<file path="config.mk">
export PLATFORM = sky130hd
export DESIGN_NAME = fence_flush_sequencer
export DESIGN_NICKNAME = d
export VERILOG_FILES = /design/src/rtl/fence_flush_sequencer.sv
export SDC_FILE = /design/constraint.sdc
export NUM_CORES = 1
export LEC_CHECK = 0
export BUFFER_PORTS_ARGS = -buffer_cell sky130_fd_sc_hd__buf_4
export CORE_AREA = 4 4 41 43
export CTS_BUF_LIST = sky130_fd_sc_hd__clkbuf_8
export CTS_CLUSTER_DIAMETER = 30
export DETAILED_ROUTE_END_ITERATION = 8
export DIE_AREA = 0 0 45 47
export MAX_ROUTING_LAYER = met4
export PLACE_DENSITY_LB_ADDON = 0.08
export SKIP_CTS_REPAIR_TIMING = 1
export SLEW_MARGIN = 25
export SYNTH_ARGS = -nofsm -noshare
export SYNTH_HDL_FRONTEND = slang
export SYNTH_SLANG_ARGS = --single-unit
</file>
<file path="constraint.sdc">
create_clock -name clk_i -period 1.1 [get_ports clk_i]
set_input_delay 0.055 -clock clk_i [delete_from_list [all_inputs] [get_ports clk_i]]
set_output_delay 0.055 -clock clk_i [all_outputs]
set_load 0.02 [all_outputs]
</file>
<file path="src/rtl/fence_flush_sequencer.sv">
// FENCE / FENCE.I side-effect sequencer: store-buffer drain, D$ flush handshake, I$ flush, then refetch.
// Optional D$ ack watchdog enabled by defining FENCE_SEQ_TIMEOUT_EN.
module fence_flush_sequencer #(
  parameter bit          SKIP_DCACHE_FLUSH = 1'b0,
  parameter int unsigned TIMEOUT_CYCLES    = 1024
) (
  input  logic clk_i,
  input  logic rst_i,
  input  logic fence_i,
  input  logic fence_i_i,
  input  logic kill_i,
  input  logic sb_empty_i,
  output logic flush_dcache_o,
  input  logic flush_dcache_ack_i,
  output logic flush_icache_o,
  output logic set_pc_commit_o,
  output logic flush_pipe_o,
  output logic halt_o,
  output logic busy_o,
  output logic timeout_o
);

  typedef enum logic [2:0] {
    S_IDLE,
    S_DRAIN,
    S_DFLUSH,
    S_IFLUSH,
    S_DONE
  } state_e;

  typedef struct packed {
    logic halt;
    logic busy;
    logic flush_dcache;
    logic flush_icache;
    logic set_pc;
    logic flush_pipe;
  } outs_t;

  if (TIMEOUT_CYCLES < 2) begin : g_bad_timeout
    $error("fence_flush_sequencer: TIMEOUT_CYCLES must be at least 2");
  end

  // Outputs are registered alongside the state, so each transition loads the
  // output pattern of the state it enters.
  function automatic outs_t decode(input state_e s);
    outs_t o;
    o              = '0;
    o.busy         = (s != S_IDLE);
    o.halt         = (s != S_IDLE);
    o.flush_dcache = (s == S_DFLUSH);
    o.flush_icache = (s == S_IFLUSH);
    o.set_pc       = (s == S_DONE);
    o.flush_pipe   = (s == S_DONE);
    return o;
  endfunction

  state_e state_q;
  outs_t  out_q;
  logic   is_fencei_q;
  logic   kill_q;

`ifdef FENCE_SEQ_TIMEOUT_EN
  localparam int                CNT_W    = $clog2(TIMEOUT_CYCLES + 1);
  localparam logic [CNT_W-1:0]  CNT_LAST = CNT_W'(TIMEOUT_CYCLES - 1);
  logic [CNT_W-1:0] cnt_q;
  logic             timeout_q;
  state_e           to_exit;
`endif

  logic   kill_any;
  state_e drain_exit;
  state_e ack_exit;

  // NOTE: every variable written here gets a default first, so no latch can be inferred.
  always_comb begin
    kill_any   = kill_q | kill_i;
    drain_exit = S_DFLUSH;
    if (SKIP_DCACHE_FLUSH) drain_exit = is_fencei_q ? S_IFLUSH : S_DONE;
    ack_exit   = kill_any ? S_IDLE : (is_fencei_q ? S_IFLUSH : S_DONE);
`ifdef FENCE_SEQ_TIMEOUT_EN
    to_exit    = kill_any ? S_IDLE : S_DONE;
`endif
  end

  // NOTE: state and output flops use non-blocking assignments only; the reset
  // clears every output register so outputs drop as soon as rst_i rises.
  always_ff @(posedge clk_i or posedge rst_i) begin
    if (rst_i) begin
      state_q     <= S_IDLE;
      out_q       <= '0;
      is_fencei_q <= 1'b0;
      kill_q      <= 1'b0;
`ifdef FENCE_SEQ_TIMEOUT_EN
      cnt_q       <= '0;
      timeout_q   <= 1'b0;
`endif
    end else begin
      case (state_q)
        S_IDLE: begin
          if (fence_i || fence_i_i) begin
            state_q     <= S_DRAIN;
            out_q       <= decode(S_DRAIN);
            is_fencei_q <= fence_i_i;
            kill_q      <= 1'b0;
`ifdef FENCE_SEQ_TIMEOUT_EN
            timeout_q   <= 1'b0;
`endif
          end
        end
        S_DRAIN: begin
          if (kill_i) begin
            state_q <= S_IDLE;
            out_q   <= decode(S_IDLE);
          end else if (sb_empty_i) begin
            state_q <= drain_exit;
            out_q   <= decode(drain_exit);
`ifdef FENCE_SEQ_TIMEOUT_EN
            cnt_q   <= '0;
`endif
          end
        end
        S_DFLUSH: begin
          // A kill cannot abandon the D$ handshake; it only redirects the exit.
          if (kill_i) kill_q <= 1'b1;
`ifdef FENCE_SEQ_TIMEOUT_EN
          cnt_q <= cnt_q + CNT_W'(1);
          if (timeout_q) begin
            state_q <= to_exit;
            out_q   <= decode(to_exit);
          end else if (flush_dcache_ack_i) begin
            state_q <= ack_exit;
            out_q   <= decode(ack_exit);
          end else if (cnt_q == CNT_LAST) begin
            timeout_q          <= 1'b1;
            out_q.flush_dcache <= 1'b0;
          end
`else
          if (flush_dcache_ack_i) begin
            state_q <= ack_exit;
            out_q   <= decode(ack_exit);
          end
`endif
        end
        S_IFLUSH: begin
          state_q <= kill_i ? S_IDLE : S_DONE;
          out_q   <= decode(kill_i ? S_IDLE : S_DONE);
        end
        S_DONE: begin
          state_q <= S_IDLE;
          out_q   <= decode(S_IDLE);
        end
        default: begin
          state_q <= S_IDLE;
          out_q   <= decode(S_IDLE);
        end
      endcase
    end
  end

  assign flush_dcache_o  = out_q.flush_dcache;
  assign flush_icache_o  = out_q.flush_icache;
  assign set_pc_commit_o = out_q.set_pc;
  assign flush_pipe_o    = out_q.flush_pipe;
  assign halt_o          = out_q.halt;
  assign busy_o          = out_q.busy;
`ifdef FENCE_SEQ_TIMEOUT_EN
  assign timeout_o       = timeout_q;
`else
  assign timeout_o       = 1'b0;
`endif

  // Commit is halted while busy, so a new fence committing now is illegal.
  a_no_fence_while_busy : assert property (
    @(posedge clk_i) disable iff (rst_i) busy_o |-> !(fence_i || fence_i_i));

endmodule

</file>
==> results of run 1 <==
logic make-up (layout without fill, tap and decap cells):
logic type      count (synthesis)  count (layout)  synth area share
simple gates                   13              13             0.159
other cells                     1               1           0.00767
flops                           9               9             0.460
mux                             2               2            0.0409
buf+inv                         9              34            0.0921
compound gates                 15              15             0.240
worst max-delay path, stage by stage, from the launching register on:
cell and delay [ns]:
dfrtp_2 0.45, nor2_4 0.12, nand3b_1 0.19, o21a_4 0.27
mux2i_1 0.12
routing by layer:
layer  vias up  share of wire  GRT usage
met5         -              0          -
met4         0         0.0087     0.0702
li1        218              -          -
met1       197           0.45      0.168
met2        16           0.45      0.164
met3         2          0.084     0.0690
layout by cell type, fill, tap and decap left out, types with 2 or more instances in the layout:
cell type | Yosys | final
nor2_1 | 4 | 3
clkbuf_8 | 0 | 3
dfrtp_1 | 9 | 6
dfrtp_2 | 0 | 3
a21oi_1 | 5 | 5
nand2_1 | 2 | 2
inv_1 | 6 | 7
buf_4 | 3 | 23
mux2i_1 | 2 | 2
o21ai_0 | 2 | 2
where the power goes:
| group | internal, uW | leakage [uW] | switching (uW) |
|---|---|---|---|
| Clock | 243 | 0.0000269 | 133 |
| Combinational | 474 | 0.000219 | 403 |
| Sequential | 446 | 0.000112 | 126 |
how the worst max path moves through the flow:
stage	startpoint	endpoint	slack, ns	depth (start not counted)
final	state_q[2]	flush_icache_o	-0.17	4
after global routing	state_q[2]	flush_icache_o	-0.23	4
after CTS	state_q[2]	state_q[1]	-0.22	4
after detailed placement	state_q[2]	flush_icache_o	-0.18	4
after global placement	state_q[2]	flush_icache_o	-0.22	4
after floorplan	state_q[2]	flush_icache_o	-0.03	4
through the flow:
stage | cell area, um^2 | TNS (ns) | util | setup slack (ns) | total power, uW
final | 736 | -0.950 | 0.565 | -0.175 | 1820
after global routing | 736 | -1.47 | 0.565 | -0.226 | 1960
after CTS | 683 | -1.17 | 0.525 | -0.219 | 1780
after detailed placement | 638 | -0.905 | 0.490 | -0.178 | 1380
after global placement | 638 | -1.09 | 0.490 | -0.216 | 1390
after floorplan | 492 | -0.0907 | - | -0.0336 | 1030
cell type report:
cell class              count  area, um^2
fillers                   121         566
multi-input cells          31         238
flip-flops and latches      9         229
repair buffers             24         183
clock buffers               3        41.3
inverters                   6        22.5
well taps                  15        18.8
clock inverters             1        3.75
flip-flops by register name (all words and copies together), names as in the netlist:
signal / flops
flush_icache_o: 1
set_pc_commit_o: 1
kill_q: 1
state_q: 3
halt_o: 1
is_fencei_q: 1
flush_dcache_o: 1
==> out/qor.yml, run 1 <==
synth:
  synth_cell_types: 24
  syn-cell-area_um2: 489
  synth_edf_count: 0
  synth_cells: 49
  synthTopCellsByArea: "dfrtp_1 (46%), a21oi_1 (5.1%), buf_4 (4.6%), inv_1 (4.6%), mux2i_1 (4.1%)"
  ys.flop_type: "dfrtp_1"
  yosysMostFrequentCell: "dfrtp_1"
  ys_top_cells_by_count: "dfrtp_1 (9), inv_1 (6), a21oi_1 (5), nor2_1 (4), buf_4 (3)"
  avgSynthCellArea_um2: 9.98
  synthesis.nets: 56
  yosys.area.top_type: "dfrtp_1"
  yosysSeqAreaShare: 0.460
  synth_top_area_frac: 0.460
  async_reset_ff_frac: 1.00
  yosysWarnings: 0
  ys_seq_elements: 9
clock_network:
  cts_sinks: 9
  clk_latency_ns: 0.23
  h-tree-depth: 1
  cts_tree: "done"
  cts_buffers: 3
  path_clk_slew_ns: 0.05
  clock-root-buffer: "clkbuf_8"
  clockBufferDepth: 2
routing:
  detail_route.wl_per_cell_um: 13.0
  drc_errors: 0
  wl_um: 1150
  dr.first_iter.drc_count: 6
  drt_first_pass_iters: 4
  viasPerCell: 4.87
  vias: 433
  antenna_left: 0
setup_path:
  rr_startpoint: "state_q[2]"
  arrival_ns: 1.39
  cp.required_ns: 1.21
  path_max_fanout: 4
  crit_path_start_kind: "register"
  r2r_end: "flush_icache_o"
  critical_path_class: "reg2reg"
  worstSetupEndpointType: "register"
  rrSetupSlack_ns: -0.17
  reg2regPathDepth: 4
timing:
  fin_skew_ns: 0.00530
  worst_slack_ns: -0.175
  fin_crit_sh: 1.16
  hold_viol_final: 0
  setup_violations: 8
  grt_setup_unrepaired: "yes"
  fin_hold_ws_ns: 0.0805
  fin_crit_ns: 1.27
  max_freq_mhz: 785
  drv_slew: 0
cells_and_area:
  final_cells: 89
  antenna_cells: 0
  area_delta_synth_final_pct: 50.4
  final_nets: 82
  drive_gt1_frac: 0.500
placed_design:
  portBuffers: 12
  hpwl_um: 837
  placed_cells: 81
  gp_congestion: 0.843
min_path:
  min-delay-start: "fence_i_i"
  whs_path_depth: 2
  hold-path-endpoint: "is_fencei_q"
  hold_class: "in2reg"
die:
  start_util: 0.376
  ios: 14
  die_y_um: 47
  die_area_mm2: 0.00212
  coreArea_mm2: 0.00130
  die_w_um: 45
  rows: 13
power:
  p_leak_uw: 0.000357
  power_density_mw_per_mm2: 2480
  peakVddDrop_mv: 1.11
global_routing:
  grt_pass1_vias: 394
  grt_antenna_before_repair: 0
  grt-ovfl-total: 0
  grt_usage: 0.132
  grt_start_max_net_pins: 10
  grt_pass1_wl_um: 1790
run:
  drv_cap: 0
run_status:
  status: "finished with violations"
  violations: "setup timing"
Power figures use the tool's default switching activity.
==> run 2: changes to the inputs <==
- ABC_AREA: not set -> 1
==> run 2 against run 1 <==
- the flow still finishes with violations (setup timing)
- first-iteration DRC count increased by 100%
- flip-flop and latch count is the same
- die area stayed put
- count of clock-buffer cells in the layout stayed put
- register-to-register slack gained 0.098 ns
- cell count grew 12%
- routed wire length fell by 2.6%
- combinational power barely moved
- global-route usage fell by 0.24 points
- sequential power is 2% lower
- synthesized cell count rose by 41%
- critical path type unchanged
- largest power group unchanged
==> out/qor.yml, run 2 <==
setup_path:
  rrSetupSlack_ns: -0.08  # was -0.17 ns
  cp.required_ns: 1.22  # was 1.21 ns
  arrival_ns: 1.30  # was 1.39 ns
  crit_path_start_kind: "register"  # unchanged
  reg2regPathDepth: 6  # was 4
  path_max_fanout: 7  # was 4
  critical_path_class: "reg2reg"  # unchanged
  worstSetupEndpointType: "register"  # unchanged
  r2r_end: "state_q[1]"  # was flush_icache_o
  rr_startpoint: "state_q[0]"  # was state_q[2]
die:
  ios: 14  # unchanged
  coreArea_mm2: 0.00130  # unchanged
  start_util: 0.413  # was 0.376
  die_w_um: 45  # unchanged
  die_y_um: 47  # unchanged
  die_area_mm2: 0.00212  # unchanged
  rows: 13  # unchanged
clock_network:
  h-tree-depth: 1  # unchanged
  cts_tree: "done"  # unchanged
  clk_latency_ns: 0.24  # was 0.23 ns
  path_clk_slew_ns: 0.05  # about the same
  cts_sinks: 9  # unchanged
  cts_buffers: 3  # unchanged
  clockBufferDepth: 2  # unchanged
  clock-root-buffer: "clkbuf_8"  # unchanged
cells_and_area:
  fin_area_um2: 714  # was 736 um^2
  drive_gt1_frac: 0.388  # was 0.500
  final_nets: 93  # was 82
  largest_register: "state_q"  # unchanged
  layout_common_cells: "nand2_1 (19), buf_4 (15), inv_1 (10)"  # was buf_4 (23), inv_1 (7), dfrtp_1 (6)
  area_delta_synth_final_pct: 32.8  # was 50.4%
  layout_commonest_cell: "nand2_1"  # was buf_4
  antenna_cells: 0  # unchanged
  largest_register_ffs: 3  # unchanged
synth:
  avgSynthCellArea_um2: 7.80  # was 9.98 um^2
  synth_top_area_frac: 0.419  # was 0.460
  yosysMostFrequentCell: "nand2_1"  # was dfrtp_1
  synthesis.nets: 76  # was 56
  ys_seq_elements: 9  # unchanged
  ys.flop_type: "dfrtp_1"  # unchanged
  synth_cells: 69  # was 49
  ys_top_cells_by_count: "nand2_1 (20), dfrtp_1 (9), inv_1 (9), nor2_1 (5)"  # was dfrtp_1 (9), inv_1 (6), a21oi_1 (5), nor2_1 (4), buf_4 (3)
  yosysWarnings: 0  # unchanged
  async_reset_ff_frac: 1.00  # unchanged
  yosysSeqAreaShare: 0.419  # was 0.460
  syn-cell-area_um2: 538  # was 489 um^2
  yosys.area.top_type: "dfrtp_1"  # unchanged
  synth_edf_count: 0  # unchanged
  synth_cell_types: 15  # was 24
  synthTopCellsByArea: "dfrtp_1 (42%), nand2_1 (14%), inv_1 (6.3%), nand3_2 (5.6%), buf_4 (5.6%)"  # was dfrtp_1 (46%), a21oi_1 (5.1%), buf_4 (4.6%), inv_1 (4.6%), mux2i_1 (4.1%)
routing:
  drt_first_pass_iters: 4  # unchanged
  viasPerCell: 4.84  # was 4.87
  dr.first_iter.drc_count: 12  # was 6
  detail_route.wl_per_cell_um: 11.2  # was 13.0 um
  antenna_left: 0  # unchanged
  drc_errors: 0  # unchanged
  vias: 484  # was 433
  wl_um: 1120  # was 1150 um
power:
  peakVddDrop_mv: 1.15  # was 1.11 mV
  power_density_mw_per_mm2: 2560  # was 2480 mW/mm^2
  p_leak_uw: 0.000413  # was 0.000357 uW
  finalPower_uw: 1830  # was 1820 uW
run_status:
  status: "finished with violations"  # unchanged
  violations: "setup timing"  # unchanged
timing:
  fin_skew_ns: 0.00150  # was 0.00530 ns
  fin_hold_ws_ns: 0.0406  # was 0.0805 ns
  fin_crit_sh: 1.07  # was 1.16
  drv_slew: 0  # unchanged
  hold_viol_final: 0  # unchanged
  fin_crit_ns: 1.18  # was 1.27 ns
  worst_slack_ns: -0.0762  # was -0.175 ns
  setup_violations: 9  # was 8
  max_freq_mhz: 850  # was 785 MHz
  grt_setup_unrepaired: "yes"  # unchanged
global_routing:
  grt_start_max_net_pins: 10  # unchanged
  grt_pass1_wl_um: 1810  # was 1790 um
  grt_usage: 0.129  # was 0.132
  grt-ovfl-total: 0  # unchanged
  grt_pass1_vias: 398  # was 394
  grt_antenna_before_repair: 0  # unchanged
run:
  drv_cap: 0  # unchanged
min_path:
  whs_path_depth: 3  # was 2
  min-delay-start: "fence_i_i"  # unchanged
  hold-path-endpoint: "is_fencei_q"  # unchanged
  hold_class: "in2reg"  # unchanged
placed_design:
  gp_congestion: 0.807  # was 0.843
  dpl_cell_area_um2: 624  # was 638 um^2
  hpwl_um: 836  # was 837 um
  portBuffers: 12  # unchanged
## run 2: power by group
| part | switching (uW) | internal [uW] |
|---|---|---|
| clock | 148 | 245 |
| sequential | 110 | 452 |
| combinational | 516 | 357 |
## run 2: layer usage
metal  global-route usage  wire length [um]  vias up
li1                     -                 -      242
met1                0.166               494      228
met2                0.184               551       12
met3               0.0345                60        2
met4               0.0702                17        0
met5                    -                 0        -
## run 2: cells by family after synthesis
group,Yosys count,share of synthesized area
and+or+nand+nor,42,0.423
buffers and inverters,15,0.133
DFF,9,0.419
AOI/OAI and AO/OA,2,0.0186
other,1,0.00697
## run 2: how the worst max path moves through the flow
stage	endpoint	slack, ns	from
finish	state_q[1]	-0.08	state_q[0]
global route	state_q[1]	-0.17	state_q[0]
CTS	state_q[1]	-0.07	state_q[0]
detailed placement	state_q[1]	-0.05	state_q[0]
global placement	state_q[1]	-0.08	state_q[0]
floorplan	set_pc_commit_o	0.06	state_q[0]
## run 2: final cells by class
| class | count | area, um^2 |
|---|---|---|
| Sequential cell | 9 | 228 |
| Clock inverter | 1 | 3.75 |
| Tap cell | 15 | 18.8 |
| Timing Repair Buffer | 16 | 123 |
| Clock buffer | 3 | 41.3 |
| Multi-Input combinational cell | 45 | 259 |
| Inverter | 11 | 41.3 |
| Fill cell | 129 | 587 |
## run 2: stage by stage
| step | worst slack [ns] | utilization | TNS [ns] | instances |
|---|---|---|---|---|
| 3_5_place_dp | -0.0484 | 0.480 | -0.308 | 93 |
| 4_1_cts | -0.0706 | 0.514 | -0.439 | 97 |
| 5_1_grt | -0.167 | 0.549 | -1.30 | 100 |
| 2_1_floorplan | 0.0642 | - | 0 | 69 |
| 6_report | -0.0762 | 0.549 | -0.470 | 100 |
| 3_3_place_gp | -0.0829 | 0.480 | -0.493 | 93 |
## run 2: worst max-delay path, cell delays in order (launching register included)
cell	delay, ns
dfrtp_2	0.43
nor2_4	0.25
nand3_4	0.13
nand2_4	0.10
nor2_4	0.04
nand2_1	0.05
nand2_1	0.05
==> run 3: changes to the inputs <==
- SETUP_SLACK_MARGIN: not set -> 0.2
==> run 3 against run 2 <==
- worst hold slack worse by 0.0030 ns
- first-iteration DRC count is 33% lower
- clock skew is 0.00089 ns lower
- flip-flop and latch count stayed put
- register-to-register slack worse by 0.05 ns
- die area stayed put
- sequential share of layout area is 0.11 points higher
- the flow still finishes with violations (setup timing)
==> out/qor.yml, run 3 (synthesis gave the netlist of run 2 again) <==
placed_design:
  preCtsSetupSlack_ns: -0.0547  # was -0.0484 ns
  gp_congestion: 0.791  # was 0.807
  hpwl_um: 858  # was 836 um
  dpl_cell_area_um2: 632  # was 624 um^2
  placed_cells: 94  # was 93
  portBuffers: 12  # unchanged
routing:
  dr.first_iter.drc_count: 8  # was 12
  drc_errors: 0  # unchanged
  wl_um: 1190  # was 1120 um
  vias: 466  # was 484
  antenna_left: 0  # unchanged
  viasPerCell: 4.66  # was 4.84
  detail_route.wl_per_cell_um: 11.9  # was 11.2 um
  drt_first_pass_iters: 4  # unchanged
cells_and_area:
  final_cells: 100  # unchanged
  layout_commonest_cell: "nand2_1"  # unchanged
  fill_cells: 126  # was 129
  layout.area.seq_um2: 228  # unchanged
  multi_input_area_um2: 256  # was 259 um^2
  drive_gt1_frac: 0.376  # was 0.388
  largest_register_ffs: 3  # unchanged
  final_nets: 93  # unchanged
  largest_register: "state_q"  # unchanged
  antenna_cells: 0  # unchanged
  final_util: 0.547  # was 0.549
  layout_common_cells: "nand2_1 (19), buf_4 (15), inv_1 (10)"  # unchanged
  area_delta_synth_final_pct: 32.3  # was 32.8%
  fin_area_um2: 712  # was 714 um^2
power:
  switching_share: 0.429  # was 0.423
  seqPwrFrac: 0.315  # was 0.307
  power_density_mw_per_mm2: 2530  # was 2560 mW/mm^2
  power_frac_clock: 0.214  # was 0.215
  peakVddDrop_mv: 1.07  # was 1.15 mV
  pwr-share-comb: 0.471  # was 0.478
  p_int_uw: 1030  # was 1050 uW
  p_switching_uw: 774  # about the same
  p_leak_uw: 0.000412  # was 0.000413 uW
timing:
  worst_slack_ns: -0.124  # was -0.0762 ns
  fin_hold_ws_ns: 0.0376  # was 0.0406 ns
  drv_slew: 0  # unchanged
  fin_crit_sh: 1.11  # was 1.07
  fin_crit_ns: 1.22  # was 1.18 ns
  grt_setup_unrepaired: "yes"  # unchanged
  fin_skew_ns: 0.000616  # was 0.00150 ns
  setup_violations: 9  # unchanged
  max_freq_mhz: 817  # was 850 MHz
  hold_viol_final: 0  # unchanged
clock_network:
  cts_buffers: 3  # unchanged
  clock-root-buffer: "clkbuf_8"  # unchanged
  cts_tree: "done"  # unchanged
  cts_sinks: 9  # unchanged
  clockBufferDepth: 2  # unchanged
  h-tree-depth: 1  # unchanged
  clk_latency_ns: 0.23  # was 0.24 ns
  path_clk_slew_ns: 0.05  # about the same
global_routing:
  grt_antenna_before_repair: 0  # unchanged
  grt_usage: 0.134  # was 0.129
  grt_pass1_vias: 428  # was 398
  grt_start_max_net_pins: 10  # unchanged
  grt-ovfl-total: 0  # unchanged
  grt_pass1_wl_um: 1840  # was 1810 um
run_status:
  violations: "setup timing"  # unchanged
  status: "finished with violations"  # unchanged
die:
  die_y_um: 47  # unchanged
  ios: 14  # unchanged
  coreArea_mm2: 0.00130  # unchanged
  start_util: 0.413  # unchanged
  rows: 13  # unchanged
  die_area_mm2: 0.00212  # unchanged
  die_w_um: 45  # unchanged
min_path:
  hold_class: "in2reg"  # unchanged
  min-delay-start: "fence_i_i"  # unchanged
  hold-path-endpoint: "is_fencei_q"  # unchanged
  whs_path_depth: 3  # unchanged
setup_path:
  arrival_ns: 1.34  # was 1.30 ns
  reg2regPathDepth: 4  # was 6
  crit_path_start_kind: "register"  # unchanged
  worstSetupEndpointType: "register"  # unchanged
  r2r_end: "kill_q"  # was state_q[1]
  cp.required_ns: 1.22  # about the same
  rr_startpoint: "state_q[0]"  # unchanged
  path_max_fanout: 7  # unchanged
  critical_path_class: "reg2reg"  # unchanged
  rrSetupSlack_ns: -0.12  # was -0.08 ns
run:
  drv_cap: 0  # unchanged
-- run 3: power by group through the flow --
stage | sequential (uW) | combinational, uW | clock, uW
CTS | 560 | 777 | 389
finish | 568 | 851 | 385
floorplan | 581 | 560 | 0
global placement | 562 | 774 | 0
global route | 586 | 942 | 409
detailed placement | 561 | 771 | 0
-- run 3: through the flow --
| step | TNS [ns] | total power [uW] |
|---|---|---|
| floorplan | 0 | 1140 |
| global placement | -0.356 | 1340 |
| detailed placement | -0.260 | 1330 |
| CTS | -0.475 | 1730 |
| global route | -1.31 | 1940 |
| finish | -0.800 | 1800 |
-- run 3: layout make-up --
cell class	count	area share
multi-input cells	45	0.360
inverters	11	0.0580
clock buffers	3	0.0580
clock inverters	1	0.00527
well taps	15	0.0264
repair buffers	16	0.172
flip-flops and latches	9	0.320
-- run 3: worst max path at each step --
| stage | start | to | slack (ns) | cells past startpoint |
|---|---|---|---|---|
| after global routing | state_q[0] | state_q[1] | -0.17 | 5 |
| final | state_q[0] | kill_q | -0.12 | 4 |
| after floorplan | state_q[0] | set_pc_commit_o | 0.07 | 6 |
| after detailed placement | state_q[0] | flush_icache_o | -0.05 | 6 |
| after global placement | state_q[0] | state_q[1] | -0.06 | 6 |
| after CTS | state_q[0] | flush_icache_o | -0.08 | 6 |
-- run 3: worst max-delay path: stages (launching register included) --
cell	delay (ns)
dfrtp_2	0.44
nor2_4	0.25
nand2_1	0.18
o21ai_0	0.18
nand2_1	0.07
-- run 3: metal layers --
layer | share of wire | vias to the layer above | GRT usage
li1 | - | 244 | -
met5 | 0 | - | -
met1 | 0.43 | 207 | 0.152
met4 | 0.034 | 0 | 0.105
met3 | 0.046 | 5 | 0.0345
met2 | 0.49 | 10 | 0.201
